--- src/rtl/uart_rx.sv ---
// uart_rx: 8N1 serial receiver with a show-ahead byte FIFO.
// Companion to uart_tx; one clock domain, synchronous reset.
module uart_rx #(
  parameter int CLKS_PER_BIT = 87,
  parameter int FIFO_DEPTH   = 4
) (
  input  logic       clk,
  input  logic       rst_clk,
  input  logic       uart_rxd,
  output logic [7:0] uart_rx_data,
  output logic       uart_rx_valid,
  input  logic       uart_rx_read,
  output logic       uart_rx_busy,
  output logic       uart_rx_frame_err,
  output logic       uart_rx_overrun
);

  localparam int CW   = $clog2(CLKS_PER_BIT);
  localparam int HALF = CLKS_PER_BIT / 2;
  localparam int PW   = $clog2(FIFO_DEPTH);
  localparam int NW   = PW + 1;

  localparam logic [CW-1:0] CNT_LAST = CW'(CLKS_PER_BIT - 1);
  localparam logic [CW-1:0] CNT_HALF = CW'(HALF - 1);
  localparam logic [NW-1:0] N_FULL   = NW'(FIFO_DEPTH);

  typedef enum logic [2:0] {
    IDLE,
    START,
    DATA,
    STOP,
    BREAK
  } state_t;

  state_t        state;
  logic          rxd_m;
  logic          rxd_s;
  logic [CW-1:0] cnt;
  logic [2:0]    bit_idx;
  logic [7:0]    shift;

  logic [7:0]    mem [FIFO_DEPTH];
  logic [PW-1:0] wr_ptr;
  logic [PW-1:0] rd_ptr;
  logic [NW-1:0] count;

  logic cnt_last;
  logic cnt_half;
  logic full;
  logic pop;
  logic stop_smp;
  logic push;

  assign cnt_last = (cnt == CNT_LAST);
  assign cnt_half = (cnt == CNT_HALF);
  assign full     = (count == N_FULL);
  assign pop      = uart_rx_read && uart_rx_valid;
  assign stop_smp = (state == STOP) && cnt_last;
  // A same-cycle pop frees a slot, so a full FIFO still accepts the byte.
  assign push     = stop_smp && rxd_s && (!full || pop);

  assign uart_rx_valid = (count != '0);
  assign uart_rx_data  = uart_rx_valid ? mem[rd_ptr] : 8'h00;

  always_ff @(posedge clk) begin
    if (rst_clk) begin
      rxd_m <= 1'b1;
      rxd_s <= 1'b1;
    end else begin
      rxd_m <= uart_rxd;
      rxd_s <= rxd_m;
    end
  end

  always_ff @(posedge clk) begin
    if (rst_clk) begin
      state             <= IDLE;
      cnt               <= '0;
      bit_idx           <= '0;
      shift             <= '0;
      uart_rx_busy      <= 1'b0;
      uart_rx_frame_err <= 1'b0;
      uart_rx_overrun   <= 1'b0;
    end else begin
      uart_rx_frame_err <= 1'b0;
      uart_rx_overrun   <= 1'b0;
      unique case (state)
        IDLE: begin
          if (!rxd_s) begin
            state        <= START;
            cnt          <= '0;
            uart_rx_busy <= 1'b1;
          end
        end
        START: begin
          if (cnt_half) begin
            cnt <= '0;
            if (!rxd_s) begin
              state   <= DATA;
              bit_idx <= '0;
            end else begin
              state        <= IDLE;
              uart_rx_busy <= 1'b0;
            end
          end else begin
            cnt <= cnt + 1'b1;
          end
        end
        DATA: begin
          if (cnt_last) begin
            shift   <= {rxd_s, shift[7:1]};
            cnt     <= '0;
            bit_idx <= bit_idx + 3'd1;
            if (bit_idx == 3'd7) begin
              state <= STOP;
            end
          end else begin
            cnt <= cnt + 1'b1;
          end
        end
        STOP: begin
          if (cnt_last) begin
            cnt <= '0;
            if (rxd_s) begin
              state           <= IDLE;
              uart_rx_busy    <= 1'b0;
              uart_rx_overrun <= !push;
            end else begin
              state             <= BREAK;
              uart_rx_frame_err <= 1'b1;
            end
          end else begin
            cnt <= cnt + 1'b1;
          end
        end
        BREAK: begin
          // Hold here until the line releases so a stuck-low line stays quiet.
          if (rxd_s) begin
            state        <= IDLE;
            uart_rx_busy <= 1'b0;
          end
        end
        default: begin
          state        <= IDLE;
          uart_rx_busy <= 1'b0;
        end
      endcase
    end
  end

  always_ff @(posedge clk) begin
    if (push) begin
      mem[wr_ptr] <= shift;
    end
  end

  always_ff @(posedge clk) begin
    if (rst_clk) begin
      wr_ptr <= '0;
      rd_ptr <= '0;
      count  <= '0;
    end else begin
      if (push) begin
        wr_ptr <= wr_ptr + 1'b1;
      end
      if (pop) begin
        rd_ptr <= rd_ptr + 1'b1;
      end
      unique case ({push, pop})
        2'b10:   count <= count + 1'b1;
        2'b01:   count <= count - 1'b1;
        default: count <= count;
      endcase
    end
  end

endmodule

--- config.mk ---
export PLATFORM = sky130hd
export DESIGN_NAME = uart_rx
export DESIGN_NICKNAME = d
export VERILOG_FILES = /design/src/rtl/uart_rx.sv
export SDC_FILE = /design/constraint.sdc
export NUM_CORES = 1
export LEC_CHECK = 0
export BUFFER_PORTS_ARGS = -buffer_cell sky130_fd_sc_hd__buf_2
export CAP_MARGIN = 10
export CELL_PAD_IN_SITES_DETAIL_PLACEMENT = 1
export CELL_PAD_IN_SITES_GLOBAL_PLACEMENT = 1
export CORE_MARGIN = 3
export CORE_UTILIZATION = 45
export CTS_CLUSTER_SIZE = 24
export DETAILED_ROUTE_END_ITERATION = 8
export PLACE_DENSITY_LB_ADDON = 0.12
export SLEW_MARGIN = 20
export SYNTH_ARGS = -nofsm -noshare
export SYNTH_HDL_FRONTEND = slang
export SYNTH_SLANG_ARGS = --single-unit
--- constraint.sdc ---
create_clock -name clk -period 2.5 [get_ports clk]
set_clock_uncertainty 0.1 [all_clocks]
set_input_delay 0.5 -clock clk [delete_from_list [all_inputs] [get_ports clk]]
set_output_delay 0.5 -clock clk [all_outputs]
set_load 0.05 [all_outputs]
# --- Yosys cells after proc, flatten, opt, wreduce, memory -nomap -nowiden ---
# Memory sizes are Yosys's and may differ from the RTL's. A register that Yosys moved wholly into a read port is not among the register bits.
# Cells that the tools add are included.
# W data, S select, Z words.
classes:
  addsub: 6
  n_eq_ne: 17
  mux: 29
  bitwise: 4
  reduce_logical: 20
ops:
  columns: ["op", "count"]
  rows:
  - ["$mux W3", 10]
  - ["$mux W7", 3]
  - ["$pmux W7 S3", 1]
  - ["$pmux W3 S5", 1]
  - ["$ne A2 B2 Y1 const B", 7]
  - ["$pmux W3 S2", 2]
  - ["$eq A3 B3 Y1 const B", 3]
  - ["$mux W8", 1]
  - ["$reduce_and A4 Y1", 2]
  - ["$add A7 B1 Y7 const B", 1]
  - ["$eq A7 B6 Y1 const B", 1]
  - ["$eq A7 B7 Y1 const B", 1]
  - ["$mux W1", 7]
  - ["$add A3 B1 Y3 const B", 2]
  - ["$eq A3 B2 Y1 const B", 2]
  - ["$mux W2", 3]
  - ["$reduce_and A6 Y1", 1]
  - ["$reduce_bool A3 Y1", 2]
  - ["$pmux W1 S5", 1]
  - ["$add A2 B1 Y2 const B", 2]
  - ["$logic_and A1 B1 Y1", 4]
  - ["$not A1 Y1", 4]
  - ["$reduce_and A2 Y1", 2]
  - ["$reduce_bool A2 Y1", 2]
  - ["other kinds (10)", 11]
word_totals:
  reg_bits: 33
  mem_bits_rw: 32
  input_bits: 4
  output_inout_bits: 12
  elab_cells: 89
  mem_count: 1
mem_list:
  columns: ["memory", "depth", "width", "read_ports", "rd_clocked_by_memory_dff", "write_ports", "line", "rtl"]
  rows:
  - ["mem", 4, 8, 1, 1, 1, "42", "logic [7:0] mem [FIFO_DEPTH];"]

# --- Logic depth before layout (Yosys ltp) ---
# Gate-level depths: netlist (run 1).
depth:
  depth_word: 6
  mapped_depth: 9
  mapped_depth_nobuf: 9

# --- Worst setup path before layout (run 1) ---
# No wires, ideal clock.
synth_path:
  kind: "reg2out"
  start: "register count[0]"
  end: "output uart_rx_data[0]"
  arrival_time_ps: 1621
  required_time_ps: 1900
  setup_slack_ps: 279
  stages_incl_launch_ff: 4
  n_path_buf: 1
  cell_sequence: "dfxtp_1 > or3_1 > clkbuf_1 > and2_1"
synth_via:
  elab_chain_cells: 2
synth_lines:
  columns: ["element", "line", "rtl"]
  rows:
  - ["start, declared", "45", "logic [NW-1:0] count;"]
  - ["start signal, assigned", "170", "2'b10: count <= count + 1'b1;"]
  - ["start signal, assigned", "171", "2'b01: count <= count - 1'b1;"]
  - ["start signal, assigned", "172", "default: count <= count;"]
  - ["$reduce_bool A3 Y1", "62", "assign uart_rx_valid = (count != '0);"]
  - ["via uart_rx_valid", "11", "output logic uart_rx_valid,"]
  - ["$mux W8", "63", "assign uart_rx_data = uart_rx_valid ? mem[rd_ptr] : 8'h00;"]
  - ["end, declared", "10", "output logic [7:0] uart_rx_data,"]
# The timed path passes the listed nets, and every way through them passes these cells.

==> summary.txt, run 1 <==
Status
  – Status: complete, no violations

Timing
  – Setup-violating endpoint count in the final report: 0
  – Worst-Margin Slew: around 0.54 ns
  – Minimum clock period: 2.352 ns
  – Worst Hold Margin: around 0.25 ns
  – Number of max-slew violations in the final report: 0
  – Worst max-slew margin expressed relative to the limit: 0.6404
  – Final worst path period share: 0.9407
  – Count of final hold-check violations: 0
  – Achievable clock frequency: 0.4252 GHz

Die
  – Die X-Extent: 86.20 um
  – Starting density of the core: 0.4775
  – Overall die area: about 0.0074 mm2
  – Floorplan core area: 0.006061 mm2
  – Standard-cell rows: 28
  – Die boundary height: ~86 um
  – Total I/O pin count: 16

Clock network
  – TritonCTS clock tree: built
  – Num CTS Buffers: 9
  – Buffer depth of the longest clock path: 2
  – Clk sink count: 67
  – Root buffer selected by CTS: sky130_fd_sc_hd__clkbuf_8
  – Skew-Pair Late Insertion Delay: 0.34 ns
  – Clock transition at the registers of the reported paths: about 0.07 ns
  – Clock H-tree levels: 3

GRT
  – Maximum number of pins on one net before global-route repair: 30
  – Global-route wire length before repair: between 9 and 10 mm
  – Number of global-route vias before repair: 2,029
  – Remaining Overflow, GRT: 0
  – Number of antenna violations at the first check in global routing: 0
  – Total routing usage reported by global routing: 0.1714

Place
  – Number of placed cells counting well taps: roughly 340
  – Final HPWL from detailed placement: 4.012 mm
  – Count of buffers inserted at the top-level ports: 15
  – Routability cong.: between 0.7 and 0.8

Drt
  – Number of vias in the routed layout: between 1,500 and 2,000
  – WL per Instance: 15.98 um
  – DRC Markers: 0
  – Violation count after the first detailed-route iteration: 90
  – Vias per cell: roughly 5.3
  – Routed Wire Length: 5.674 mm
  – Remaining antenna violation count: 0
  – First-pass DRT Iterations: 4

Setup path
  – Worst Path Arrival: between 1.5 and 2 ns
  – Cell count of the worst reg-to-reg path: 9
  – CP max stage delay: about 0.53 ns
  – Sort of element at the start of the critical path: register
  – Cell-by-cell trace of the critical path: buf_4 > mux4_2 > and2_1 > buf_2
  – CP required: 1.90 ns
  – RR Endpoint: count[2]$_SDFFE_PP0P_
  – CP max stage cell: sky130_fd_sc_hd__mux4_2
  – Kind of critical path: reg -> out
  – Flop-to-flop setup slack: approximately 0.17 ns
  – Largest fanout of any net on the critical path: 8
  – Start of the worst register-to-register path: cnt[0]$_SDFFE_PP0P_
  – Type of element capturing the critical path: output port

Power and ir drop
  – Power per cell area: roughly 900 mW/mm2
  – P_leak: between 0.001 and 0.0015 uW
  – Maximum resistive drop on vdd: 0.0005380 V

Layout
  – Reg area: around 0.0017 mm2
  – Filler cells: approximately 630
  – Diode insertion count for antenna repair: 0
  – Multi-input gate area: around 0.0012 mm2
  – Layout overhead on the synthesized area: 17.73%
  – Layout cell share with drive strength beyond 1: 0.2500
  – Post-layout net count: ~290
  – Final cell count without fillers: approximately 360

Logic synthesis
  – Number of enable-type register cells in the synthesized netlist: 32
  – Yosys synthesis warning count: 0
  – Synth Register Bits: 67
  – Summed instance area of the synthesized netlist: between 0.002 and 0.003 mm2
  – Main synth FF type: sky130_fd_sc_hd__dfxtp_1
  – Gate Count Post-Synth: 244
  – Nets in the synthesized netlist: 257
  – Post-synth ARST share: 0
  – Average footprint of a synthesized cell: around 12 um2
  – Count of different cell masters after synthesis: 46
  – Seq/Total Area, Yosys: 0.5741

Min path
  – Min-delay worst type: in -> reg
  – Worst hold path depth: 2
  – Hold EP: rxd_m$_SDFF_PP1_
  – Source of the worst hold timing path: uart_rxd

Job
  – Number of maximum-capacitance violations: 0
## routing by layer
layer | global-route usage | part of all wire
met5 | 0 | 0
met1 | 0.2021 | 0.42
met4 | 0.07649 | 0.020
met2 | 0.3055 | 0.53
met3 | 0.02947 | 0.025
## repair_timing
action / CTS / global route
resized for setup: 0 / 1
setup buffers: 0 / 1
hold buffers: 0 / 0
endpoints found under the setup margin: 0 / 1
## critical path: cells and delay by family, from the launching register on
family	cells	cell delay, ns
muxes	1	0.53
buffers and inverters	2	0.40
and+or+nand+nor	1	0.17
DFF	1	0.32
## worst max-delay path by stage
stage                            endpoint  slack, ns  cells past startpoint                  start
floorplan                 uart_rx_data[0]       0.28                      3  count[0]$_SDFFE_PP0P_
global placement    count[2]$_SDFFE_PP0P_       0.26                      9    cnt[0]$_SDFFE_PP0P_
detailed placement  count[2]$_SDFFE_PP0P_       0.20                      9    cnt[0]$_SDFFE_PP0P_
CTS                       uart_rx_data[4]       0.11                      4               register
global route        count[2]$_SDFFE_PP0P_      -0.03                      9    cnt[0]$_SDFFE_PP0P_
finish                    uart_rx_data[4]       0.15                      4               register
## sequential cells by signal (all words and copies together), names as in the netlist, named ones only
signal             cells
uart_rx_overrun        1
wr_ptr                 2
state                  3
rd_ptr                 2
bit_idx                3
cnt                    7
uart_rx_busy           1
shift                  8
uart_rx_frame_err      1
count                  3
rxd_s                  1
mem                   32
rxd_m                  1
## kinds of logic after synthesis
group / count (synthesis) / share of synthesized area
adders and majority gates: 9 / 0.04151
muxes: 11 / 0.07436
DFF: 67 / 0.5741
xor gates and xnor gates: 6 / 0.01816
and+or+nand+nor: 98 / 0.1846
AOI/OAI and AO/OA: 37 / 0.08560
buffers and inverters: 16 / 0.02162
## placed cells by master, fill, tap and decap left out, drive strengths merged, types with 2 or more instances in the layout
| cell type | count |
|---|---|
| dfxtp | 35 |
| buf | 33 |
| edfxtp | 32 |
| nand2 | 29 |
| nor2 | 19 |
| a21oi | 14 |
| and2 | 12 |
| clkbuf | 12 |
| o21ai | 10 |
| mux4 | 8 |
| ha | 8 |
| xor2 | 5 |
| nor3 | 5 |
| nor3b | 5 |
| or3 | 4 |
| or2 | 4 |
| inv | 3 |
| nand3b | 3 |
| nand2b | 3 |
| nand3 | 3 |
| a21o | 3 |
| nand4b | 2 |
| a211oi | 2 |
| and3 | 2 |
| o211ai | 2 |
| nor2b | 2 |
| a21boi | 2 |
| bufinv | 2 |
| clkinv | 2 |
| mux2i | 2 |
## where the power goes
group / leakage, uW / switching (uW) / internal (uW)
clock network: 0.000127 / 418 / 687
logic: 0.000546 / 534 / 290
registers: 0.000579 / 35.6 / 1180
total: 0.00125 / 987 / 2160
## through the flow
step	TNS, ns	area, um2	util	worst slack [ns]	total power (uW)
after global routing	-0.03304	3407	0.5621	-0.03304	3285
final	0	3407	0.5621	0.1482	3143
after floorplan	0	2894	-	0.2794	1872
after global placement	0	3139	0.5180	0.2604	2063
after CTS	0	3395	0.5601	0.1103	3186
after detailed placement	0	3139	0.5180	0.2044	2070
## area by class of cell
class	instances	share of cell area
clock buffer	12	0.05215
clock inverter	4	0.02277
inverter	3	0.003305
multi-input combinational	161	0.3448
sequential	67	0.4877
tap	75	0.02754
timing repair buffer	33	0.06170
## cell usage after synthesis, types with 2 or more instances
cell,n,share of area
sky130_fd_sc_hd__edfxtp_1,32,0.33
sky130_fd_sc_hd__nor3b_1,4,0.010
sky130_fd_sc_hd__o21ai_2,2,0.0061
sky130_fd_sc_hd__a21boi_0,2,0.0052
sky130_fd_sc_hd__nand3b_1,3,0.0078
sky130_fd_sc_hd__o211ai_1,2,0.0052
sky130_fd_sc_hd__a21oi_1,14,0.024
sky130_fd_sc_hd__a21o_1,3,0.0078
sky130_fd_sc_hd__inv_1,3,0.0039
sky130_fd_sc_hd__a211oi_1,2,0.0052
sky130_fd_sc_hd__ha_1,8,0.035
sky130_fd_sc_hd__mux4_2,8,0.062
sky130_fd_sc_hd__nor3_1,5,0.0086
sky130_fd_sc_hd__nand2b_1,3,0.0065
sky130_fd_sc_hd__nand3_1,3,0.0052
sky130_fd_sc_hd__buf_2,2,0.0035
sky130_fd_sc_hd__dfxtp_1,35,0.24
sky130_fd_sc_hd__or2_2,3,0.0065
sky130_fd_sc_hd__clkbuf_1,11,0.014
sky130_fd_sc_hd__nand2_1,29,0.038
sky130_fd_sc_hd__nor2_1,19,0.025
sky130_fd_sc_hd__and3_1,2,0.0043
sky130_fd_sc_hd__nand4b_1,2,0.0061
sky130_fd_sc_hd__o21ai_0,7,0.012
sky130_fd_sc_hd__and2_1,12,0.026
sky130_fd_sc_hd__or3_1,3,0.0065
sky130_fd_sc_hd__xor2_1,5,0.015
sky130_fd_sc_hd__nor2b_1,2,0.0043
(Power assumes the default switching activity.)
==> run 2: changes to the inputs <==
SETUP_SLACK_MARGIN = 0.3   (was default)
==> run 2 against run 1 <==
  * First-iteration DRC count did not move
  * Largest cell class unchanged
  * Maximum frequency rose by 5.4%
  * Combinational power rose by 38%
  * Die area did not move
  * Power rose by 5.6%
  * Via count rose by 3.1%
  * Critical endpoint unchanged
  * Non-clock buffer count rose by 7
  * Critical path type unchanged
  * Sequential power barely moved
==> summary.txt, run 2 (synthesized netlist as in run 1, its figures left out) <==
Die
  – Die boundary height: 86.20 um
  – Die X-Extent: 86.20 um
  – Standard-cell rows: 28
  – Floorplan core area: 0.006061 mm2
  – Overall die area: between 0.007 and 0.008 mm2
  – Starting density of the core: 0.4775
  – Total I/O pin count: 16

Drt
  – Routed Wire Length: 5.951 mm
  – First-pass DRT Iterations: 4
  – Remaining antenna violation count: 0
  – WL per Instance: about 16 um
  – DRC Markers: 0
  – Violation count after the first detailed-route iteration: 90
  – Vias per cell: 5.367
  – Number of vias in the routed layout: approximately 1,900

Clock network
  – Buffer depth of the longest clock path: 2
  – Clock transition at the registers of the reported paths: roughly 0.070 ns
  – Clk sink count: 67
  – Root buffer selected by CTS: sky130_fd_sc_hd__clkbuf_8
  – Num CTS Buffers: 9
  – Clock H-tree levels: 3
  – Skew-Pair Late Insertion Delay: 0.34 ns
  – Hold bufs inserted after CTS: 0
  – TritonCTS clock tree: built

Layout
  – Largest registers: mem (32), shift (8), cnt (7)
  – Post-layout net count: slightly below 300
  – Commonest non-fill, non-tap cells in the layout: sky130_fd_sc_hd__edfxtp_1, sky130_fd_sc_hd__dfxtp_1, sky130_fd_sc_hd__nand2_1
  – Register bank with the most flops: mem
  – Layout cell share with drive strength beyond 1: 0.3380
  – Diode insertion count for antenna repair: 0
  – Final cell count without fillers: approximately 360
  – End-of-flow core utilization: 0.5985
  – Multi-input gate area: 0.001272 mm2
  – Most common cell after layout, fill and taps aside: sky130_fd_sc_hd__edfxtp_1
  – Filler cells: roughly 600
  – Reg area: 0.001667 mm2
  – Flip-flop count of the largest register, all copies and words added: 32
  – Layout overhead on the synthesized area: 25.34%

Timing
  – Setup-violating endpoint count in the final report: 0
  – Worst max-slew margin expressed relative to the limit: 0.5975
  – Number of max-slew violations in the final report: 0
  – Setup ws final: roughly 0.27 ns
  – Minimum clock period: 2.231 ns
  – Setup tns final: 0 ns
  – Worst-Margin Slew: roughly 0.60 ns
  – Achievable clock frequency: about 0.45 GHz
  – RSZ-0062 raised after global routing: yes
  – Final worst path period share: 0.8923
  – Worst Hold Margin: 0.2347 ns
  – Count of final hold-check violations: 0

GRT
  – Total routing usage reported by global routing: 0.1794
  – Number of global-route vias before repair: slightly above 2,000
  – Global-route wire length before repair: 10.13 mm
  – Global routing met3 resource utilization: 0.04563
  – Met1 global-route usage: 0.2096
  – Global routing usage on met2: 0.3146
  – Maximum number of pins on one net before global-route repair: 30
  – Number of antenna violations at the first check in global routing: 0
  – Highest-utilization routing layer at the global route stage: met2
  – Remaining Overflow, GRT: 0

Min path
  – Worst hold path depth: 2
  – Min-delay worst type: in -> reg

Job
  – Number of maximum-capacitance violations: 0

Setup path
  – CP required: between 1.5 and 2 ns
  – Kind of critical path: reg -> out
  – Worst Path Arrival: between 1.5 and 2 ns
  – Type of element capturing the critical path: output port
  – Largest fanout of any net on the critical path: 8
  – Sort of element at the start of the critical path: register
  – Cell count of the worst reg-to-reg path: 8

Power and ir drop
  – Power per cell area: between 900 and 1000 mW/mm2
  – Maximum resistive drop on vdd: ~0.00075 V
  – P_leak: ~0.0013 uW

Status
  – Status: complete, no violations

Place
  – Worst-case setup slack after placement: just under 0.2 ns
  – Number of placed cells counting well taps: around 340
  – Final HPWL from detailed placement: between 4 and 5 mm
  – Routability cong.: around 0.8
  – Count of buffers inserted at the top-level ports: 15
[run 2: cell types whose count changed in the layout (fill, tap and decap cells not counted), moves of 3 or more]
cell / change
sky130_fd_sc_hd__and2_4: +12
sky130_fd_sc_hd__buf_8: +9
sky130_fd_sc_hd__buf_6: +3
sky130_fd_sc_hd__and2_1: -12
sky130_fd_sc_hd__dfxtp_1: -4
sky130_fd_sc_hd__dfxtp_2: +4
sky130_fd_sc_hd__buf_2: -8
[run 2: timing repair]
| action | CTS | global route |
|---|---|---|
| pin swaps | 11 | 4 |
| endpoints found under the setup margin | 9 | 52 |
| resized for setup | 40 | 22 |
| setup buffers | 4 | 4 |
[run 2: final cells by class]
type / instances / share of cell area
sequential: 67 / 0.4595
multi-input combinational: 161 / 0.3508
timing repair buffer: 40 / 0.1031
clock buffer: 11 / 0.03622
tap: 75 / 0.02587
clock inverter: 5 / 0.02139
inverter: 3 / 0.003105
[run 2: per-layer routing]
layer	part of all wire	vias up
met1	0.43	946
li1	-	956
met3	0.032	11
met4	0.016	0
met2	0.53	30
met5	0	-
[run 2: metrics by stage]
| stage | power, uW | area [um2] |
|---|---|---|
| detailed placement | 2074 | 3139 |
| global placement | 2063 | 3139 |
| floorplan | 1876 | 2895 |
| finish | 3319 | 3627 |
| global route | 3475 | 3627 |
| CTS | 3290 | 3500 |
[run 2: power breakdown]
part           switching (uW)  internal [uW]  leakage (uW)  total (uW)
clock                     394            559      0.000105         953
sequential               41.6           1180      0.000581        1230
combinational             606            535      0.000627        1140
total                    1040           2280       0.00131        3320
[run 2: path summary, 6_finish.rpt]
path,from,endpoint,slack [ns]
max,register,uart_rx_data[4],0.27
min,uart_rxd,rxd_m$_SDFF_PP1_,0.23
max reg2reg,cnt[0]$_SDFFE_PP0P_,count[2]$_SDFFE_PP0P_,0.31
min reg2reg,rxd_m$_SDFF_PP1_,rxd_s$_SDFF_PP1_,0.32
[run 2: worst max-delay path, cell delays in order, from the launching register on]
cell and delay, ns:
sky130_fd_sc_hd__dfxtp_2 0.34, sky130_fd_sc_hd__buf_12 0.13, sky130_fd_sc_hd__mux4_2 0.51, sky130_fd_sc_hd__and2_4 0.16, sky130_fd_sc_hd__buf_8 0.14
